[src/rtl/seven_seg_scanner_if.sv]
// Datapath-side bundle for the seven-segment scanner:
// load strobe and digit data in, display pins out.
interface seven_seg_scanner_if #(
  parameter int DIGITS = 4
);
  logic                  load;
  logic [4*DIGITS-1:0]   value;
  logic [DIGITS-1:0]     dp;
  logic [DIGITS-1:0]     blank;
  logic                  lzs;
  logic [6:0]            seg;
  logic                  dp_n;
  logic [DIGITS-1:0]     an;
  logic                  frame;

  modport master (
    output load, value, dp, blank, lzs,
    input  seg, dp_n, an, frame
  );

  modport slave (
    input  load, value, dp, blank, lzs,
    output seg, dp_n, an, frame
  );
endinterface

[src/rtl/seven_seg_scanner.sv]
// Time-multiplexed common-anode seven-segment driver with
// double-buffered digit data, blanking and zero suppression.
module seven_seg_scanner #(
  parameter int DIGITS      = 4,
  parameter int TICK_CYCLES = 100000
) (
  input  logic               clk,
  input  logic               rst,
  seven_seg_scanner_if.slave bus
);
  localparam int PW = $clog2(TICK_CYCLES);
  localparam int IW = (DIGITS > 1) ? $clog2(DIGITS) : 1;
  localparam int VW = 4 * DIGITS;
  localparam logic [PW-1:0] PMAX = PW'(TICK_CYCLES - 1);
  localparam logic [IW-1:0] IMAX = IW'(DIGITS - 1);

  logic [PW-1:0]     pcnt;
  logic [IW-1:0]     idx;
  logic              tick;
  logic              bnd;

  logic [VW-1:0]     p_value;
  logic [DIGITS-1:0] p_dp;
  logic [DIGITS-1:0] p_blank;
  logic              p_lzs;
  logic              pv;

  logic [VW-1:0]     a_value;
  logic [DIGITS-1:0] a_dp;
  logic [DIGITS-1:0] a_blank;
  logic              a_lzs;

  logic [DIGITS-1:0] zhi;
  logic [DIGITS-1:0] oh;
  logic [3:0]        nib;
  logic              cdp;
  logic              cblk;

  function automatic logic [6:0] hex7(input logic [3:0] n);
    logic [6:0] s;
    unique case (n)
      4'h0: s = 7'b1000000;
      4'h1: s = 7'b1111001;
      4'h2: s = 7'b0100100;
      4'h3: s = 7'b0110000;
      4'h4: s = 7'b0011001;
      4'h5: s = 7'b0010010;
      4'h6: s = 7'b0000010;
      4'h7: s = 7'b1111000;
      4'h8: s = 7'b0000000;
      4'h9: s = 7'b0010000;
      4'hA: s = 7'b0001000;
      4'hB: s = 7'b0000011;
      4'hC: s = 7'b1000110;
      4'hD: s = 7'b0100001;
      4'hE: s = 7'b0000110;
      4'hF: s = 7'b0001110;
    endcase
    return s;
  endfunction

  assign tick = (pcnt == PMAX);
  assign bnd  = tick && (idx == IMAX);

  always_ff @(posedge clk or posedge rst) begin
    if (rst) begin
      pcnt <= '0;
      idx  <= '0;
    end else if (tick) begin
      pcnt <= '0;
      idx  <= (idx == IMAX) ? '0 : idx + 1'b1;
    end else begin
      pcnt <= pcnt + 1'b1;
    end
  end

  // A load on the boundary cycle bypasses P straight into A.
  always_ff @(posedge clk or posedge rst) begin
    if (rst) begin
      p_value   <= '0;
      p_dp      <= '0;
      p_blank   <= '1;
      p_lzs     <= 1'b0;
      pv        <= 1'b0;
      a_value   <= '0;
      a_dp      <= '0;
      a_blank   <= '1;
      a_lzs     <= 1'b0;
      bus.frame <= 1'b0;
    end else begin
      bus.frame <= bnd;
      if (bus.load) begin
        p_value <= bus.value;
        p_dp    <= bus.dp;
        p_blank <= bus.blank;
        p_lzs   <= bus.lzs;
        pv      <= 1'b1;
      end
      if (bnd) begin
        if (bus.load) begin
          a_value <= bus.value;
          a_dp    <= bus.dp;
          a_blank <= bus.blank;
          a_lzs   <= bus.lzs;
        end else if (pv) begin
          a_value <= p_value;
          a_dp    <= p_dp;
          a_blank <= p_blank;
          a_lzs   <= p_lzs;
        end
        pv <= 1'b0;
      end
    end
  end

  // zhi[i]: nibbles i..DIGITS-1 of the active value are all zero
  always_comb begin
    zhi = '0;
    zhi[DIGITS-1] = (a_value[VW-1 -: 4] == 4'h0);
    for (int i = DIGITS - 2; i >= 0; i--) begin
      zhi[i] = zhi[i+1] && (a_value[4*i +: 4] == 4'h0);
    end
  end

  always_comb begin
    nib  = '0;
    cdp  = 1'b0;
    cblk = 1'b1;
    oh   = '0;
    for (int i = 0; i < DIGITS; i++) begin
      if (idx == IW'(i)) begin
        nib   = a_value[4*i +: 4];
        cdp   = a_dp[i];
        cblk  = a_blank[i] || (a_lzs && (i != 0) && zhi[i]);
        oh[i] = 1'b1;
      end
    end
  end

  always_ff @(posedge clk or posedge rst) begin
    if (rst) begin
      bus.an   <= '1;
      bus.seg  <= 7'h7F;
      bus.dp_n <= 1'b1;
    end else if (cblk) begin
      bus.an   <= '1;
      bus.seg  <= 7'h7F;
      bus.dp_n <= 1'b1;
    end else begin
      bus.an   <= ~oh;
      bus.seg  <= hex7(nib);
      bus.dp_n <= ~cdp;
    end
  end
endmodule

[src/flat_wrapper.sv]
// flat-port wrapper written by rule: the top's interface ports become plain ports
module seven_seg_scanner_flat 
#(
  parameter int DIGITS      = 4,
  parameter int TICK_CYCLES = 100000
)
  (clk, rst, bus_load, bus_value, bus_dp, bus_blank, bus_lzs, bus_seg, bus_dp_n, bus_an, bus_frame);
  seven_seg_scanner_if #(.DIGITS(DIGITS)) bus_i ();
  input  logic clk;
  input  logic rst;
  input wire logic [$bits(bus_i.load)-1:0] bus_load;
  input wire logic [$bits(bus_i.value)-1:0] bus_value;
  input wire logic [$bits(bus_i.dp)-1:0] bus_dp;
  input wire logic [$bits(bus_i.blank)-1:0] bus_blank;
  input wire logic [$bits(bus_i.lzs)-1:0] bus_lzs;
  output wire logic [$bits(bus_i.seg)-1:0] bus_seg;
  output wire logic [$bits(bus_i.dp_n)-1:0] bus_dp_n;
  output wire logic [$bits(bus_i.an)-1:0] bus_an;
  output wire logic [$bits(bus_i.frame)-1:0] bus_frame;
  assign bus_i.load = bus_load;
  assign bus_i.value = bus_value;
  assign bus_i.dp = bus_dp;
  assign bus_i.blank = bus_blank;
  assign bus_i.lzs = bus_lzs;
  assign bus_seg = bus_i.seg;
  assign bus_dp_n = bus_i.dp_n;
  assign bus_an = bus_i.an;
  assign bus_frame = bus_i.frame;
  seven_seg_scanner #(.DIGITS(DIGITS), .TICK_CYCLES(TICK_CYCLES)) u_core (.clk(clk), .rst(rst), .bus(bus_i));
endmodule
[config.mk]
export PLATFORM = sky130hd
export DESIGN_NAME = seven_seg_scanner_flat
export DESIGN_NICKNAME = d
export VERILOG_FILES = /design/src/rtl/seven_seg_scanner_if.sv /design/src/rtl/seven_seg_scanner.sv /design/src/flat_wrapper.sv
export SDC_FILE = /design/constraint.sdc
export NUM_CORES = 1
export LEC_CHECK = 0
export ABC_AREA = 1
export CAP_MARGIN = 5
export CELL_PAD_IN_SITES_DETAIL_PLACEMENT = 1
export CELL_PAD_IN_SITES_GLOBAL_PLACEMENT = 2
export CORE_ASPECT_RATIO = 0.8
export CORE_UTILIZATION = 31
export DETAILED_ROUTE_END_ITERATION = 8
export PLACE_DENSITY = 0.85
export SETUP_SLACK_MARGIN = 0.4
export SLEW_MARGIN = 30
export SYNTH_ARGS = -nofsm -noshare
export SYNTH_HDL_FRONTEND = slang
export SYNTH_SLANG_ARGS = --single-unit
[constraint.sdc]
create_clock -name clk -period 2.8 [get_ports clk]
set_input_delay 0.56 -clock clk [delete_from_list [all_inputs] [get_ports clk]]
set_output_delay 0.56 -clock clk [all_outputs]
set_load 0.01 [all_outputs]
==> metrics.cfg <==
[run_status]
status=complete, no violations

[clocking]
clk_path_buf_depth=2
cts_tree=done
root_buffer=clkbuf_16
cts-resized-gates=0
hold_buffers=0
cts.sinks=83
cts_buffers=9
cts.htree.levels=3
worstSkewPairLatency_ps=340
clkTransAtPathRegs_ps=60
post_cts_buffers=0

[synthesis]
synth_nets=585
syn_avg_cell_area_um2=7.961
ys.flop_type=dfrtp_1
synth_area_um2=4347
syn_inst=546
async_flop_share=1.000
yosysSeqAreaShare=0.4836
synth-seq-cells=83
synth.distinct_cells=33
yosysWarningCount=0
synth_enable_flop_cells=0

[sta]
period_needed_ps=2161
tightestPinTransition_ps=458.8
fin_crit_sh=0.7719
rsz0062_at_grt=no
slew_headroom=0.6941
fin_ws_ps=638.6
slew_violations=0
fmax_mhz=462.7
setup_viol_count_final=0
finalHoldViolCount=0
setup_tns_ps=0
finClkSkew_ps=8.221

[drt]
first_pass_iters=4
wl_met2_mm=4.351
drtAntennaViolNets=0
routed_wl_mm=10.27
num_vias=3459
routed.top_layer=met4
wl_met1_mm=5.432
drc=0
route.met3.wl_um=384
initialDrtViolationCount=126
post_drt_via_cell_ratio=4.510
wl_per_cell_um=13.39

[floorplan]
die-area_um2=14500
die_w_um=134.4
die_h_um=107.9
fp-row-count=38
io_pins=41
initial_core_util=0.3197
coreArea_um2=13600

[layout]
final_cells=767
fin_nets=621
finalInstanceArea_um2=5195
num_antenna_cells=0
drive_gt1_frac=0.1312
syn2layout_area_growth_pct=19.52

[min_path]
holdPathEnd=u_core.pcnt[0]
hold_path.class=reg2reg
hold_depth=1
min_from=u_core.pcnt[0]

[critical_path]
cp_data_required_time_ps=3070
ff2ff_path_depth=15
crit_path_cell_trace=inv_1, ha_2, inv_1, nor2_1, nand2_1, nand2_1, nand2_1, nand2_2, inv_1, ha_1, nand3_1, nand3_1, nand2_1, inv_1, nand2_1
arrival_ps=2430
crit_slowest_cell=dfrtp_1
cp_num_cells=15
path_max_fanout=5
cp-start-kind=flop
crit_top_cell=nand2_1
crit_buf_inv=4
critPathKind=reg2reg
worstReg2RegEnd=u_core.bus.seg[3]
worstSetupEndpointType=flop
reg2reg_from=u_core.idx[0]
cpPeakStageDelay_ps=440
r2r_slack_ps=640
cp_top_family=simple AND/OR/NAND/NOR gates

[power_and_ir_drop]
p_total_mw=2.494
powerDensity_nw_per_um2=480.0
power.leakage_nw=2.487
ir_drop_v=0.0002842

[global_routing]
track_usage=0.1587
overflow=0
grt_pass1_vias=3610
antenna_found_initial=0
grt_pass1_wl_mm=18.05
grt_max_degree=84

[placed_design]
port_buffers=40
post_dp_cell_area_um2=4907
dp.final_hpwl_mm=7.520
place_inst=751
place.gp.congestion=0.8452
dp_slack_ps=520.5

[job]
cap_violations=0

## cells in the final DEF (no fill, tap or decap), drive strengths merged
master         instances
a21oi                 13
buf                    5
clkbuf                14
clkdlybuf4s50         40
clkinv                 3
clkinvlp               1
dfrtp                 63
dfstp                 20
ha                    11
inv                  114
nand2                135
nand3                 25
nand4                 31
nor2                  30
nor3                   7
nor4                   2
o211ai                 1
o21a                   1
o21ai                 37
o22ai                  1
or2                   27
xor2                   6
## worst register-to-register path: stages (launching register included)
cell and delay, ps:
dfrtp_1 440, inv_1 110, ha_2 240, inv_1 80
nor2_1 120, nand2_1 70, nand2_1 90, nand2_1 90
nand2_2 110, inv_1 100, ha_1 280, nand3_1 110
nand3_1 80, nand2_1 80, inv_1 40, nand2_1 50
## report_power, final
| group | switching, mW | internal, mW |
|---|---|---|
| Combinational | 0.0696 | 0.0598 |
| Sequential | 0.00828 | 1.24 |
| Clock | 0.466 | 0.654 |
| Total | 0.544 | 1.95 |
## synthesized netlist by cell type, drive strengths merged (7+ instances only)
cell	instances	share of area
nand2	135	0.12
buf	15	0.023
a21oi	13	0.015
inv	115	0.099
nor2	30	0.030
nor3	7	0.0092
or2	27	0.039
nand4	31	0.045
nand3	25	0.037
dfrtp	63	0.36
ha	11	0.032
o21ai	37	0.043
dfstp	20	0.12
## per-stage QoR
| step | hold slack [ps] | utilization |
|---|---|---|
| floorplan | 429.9 | - |
| global placement | 445.1 | 0.3609 |
| detailed placement | 459.5 | 0.3609 |
| CTS | 470.3 | 0.3811 |
| global route | 498.3 | 0.3820 |
| finish | 464.7 | 0.3820 |
## final cells by class
class / count / area (um^2)
flip-flops and latches: 83 / 2102
clock buffers: 14 / 265.3
fillers: 1684 / 8403
repair buffers: 45 / 450.4
multi-input cells: 327 / 1698
inverters: 116 / 444.2
clock inverters: 2 / 10.01
well taps: 180 / 225.2
## per-layer routing
| layer | global-route usage | up-vias |
|---|---|---|
| met3 | 0.03484 | 9 |
| li1 | - | 1749 |
| met1 | 0.2291 | 1645 |
| met5 | 0 | - |
| met2 | 0.2391 | 56 |
| met4 | 0.04093 | 0 |
## worst max-delay path by stage
stage             startpoint                 to  slack [ps]
5_1_grt        u_core.idx[0]  u_core.bus.seg[6]         400
6_report       u_core.idx[0]  u_core.bus.seg[3]         640
2_1_floorplan  u_core.idx[0]  u_core.bus.seg[3]         930
3_5_place_dp   u_core.idx[0]  u_core.bus.seg[6]         520
3_3_place_gp   u_core.idx[0]  u_core.bus.seg[3]         580
4_1_cts        u_core.idx[0]  u_core.bus.seg[6]         500
## state kept, by name, summed over array words and instances, names as in the netlist
register / cells
u_core.pcnt: 17
u_core.a_value: 16
u_core.p_value: 16
u_core.bus.seg: 7
u_core.a_blank: 4
u_core.a_dp: 4
u_core.bus.an: 4
u_core.p_blank: 4
u_core.p_dp: 4
u_core.idx: 2
u_core.a_lzs: 1
u_core.bus.dp_n: 1
u_core.bus.frame: 1
u_core.p_lzs: 1
u_core.pv: 1
## logic make-up (layout without fill, tap and decap cells)
group / count (synthesis) / in the layout / synth area share
compound gates: 53 / 53 / 0.06333
xor+xnor: 6 / 6 / 0.01209
fa+ha+maj: 11 / 11 / 0.03166
buf+inv: 136 / 177 / 0.1287
flops: 83 / 83 / 0.4836
simple gates: 257 / 257 / 0.2807
Note: power is estimated with default switching activity, not from simulation.
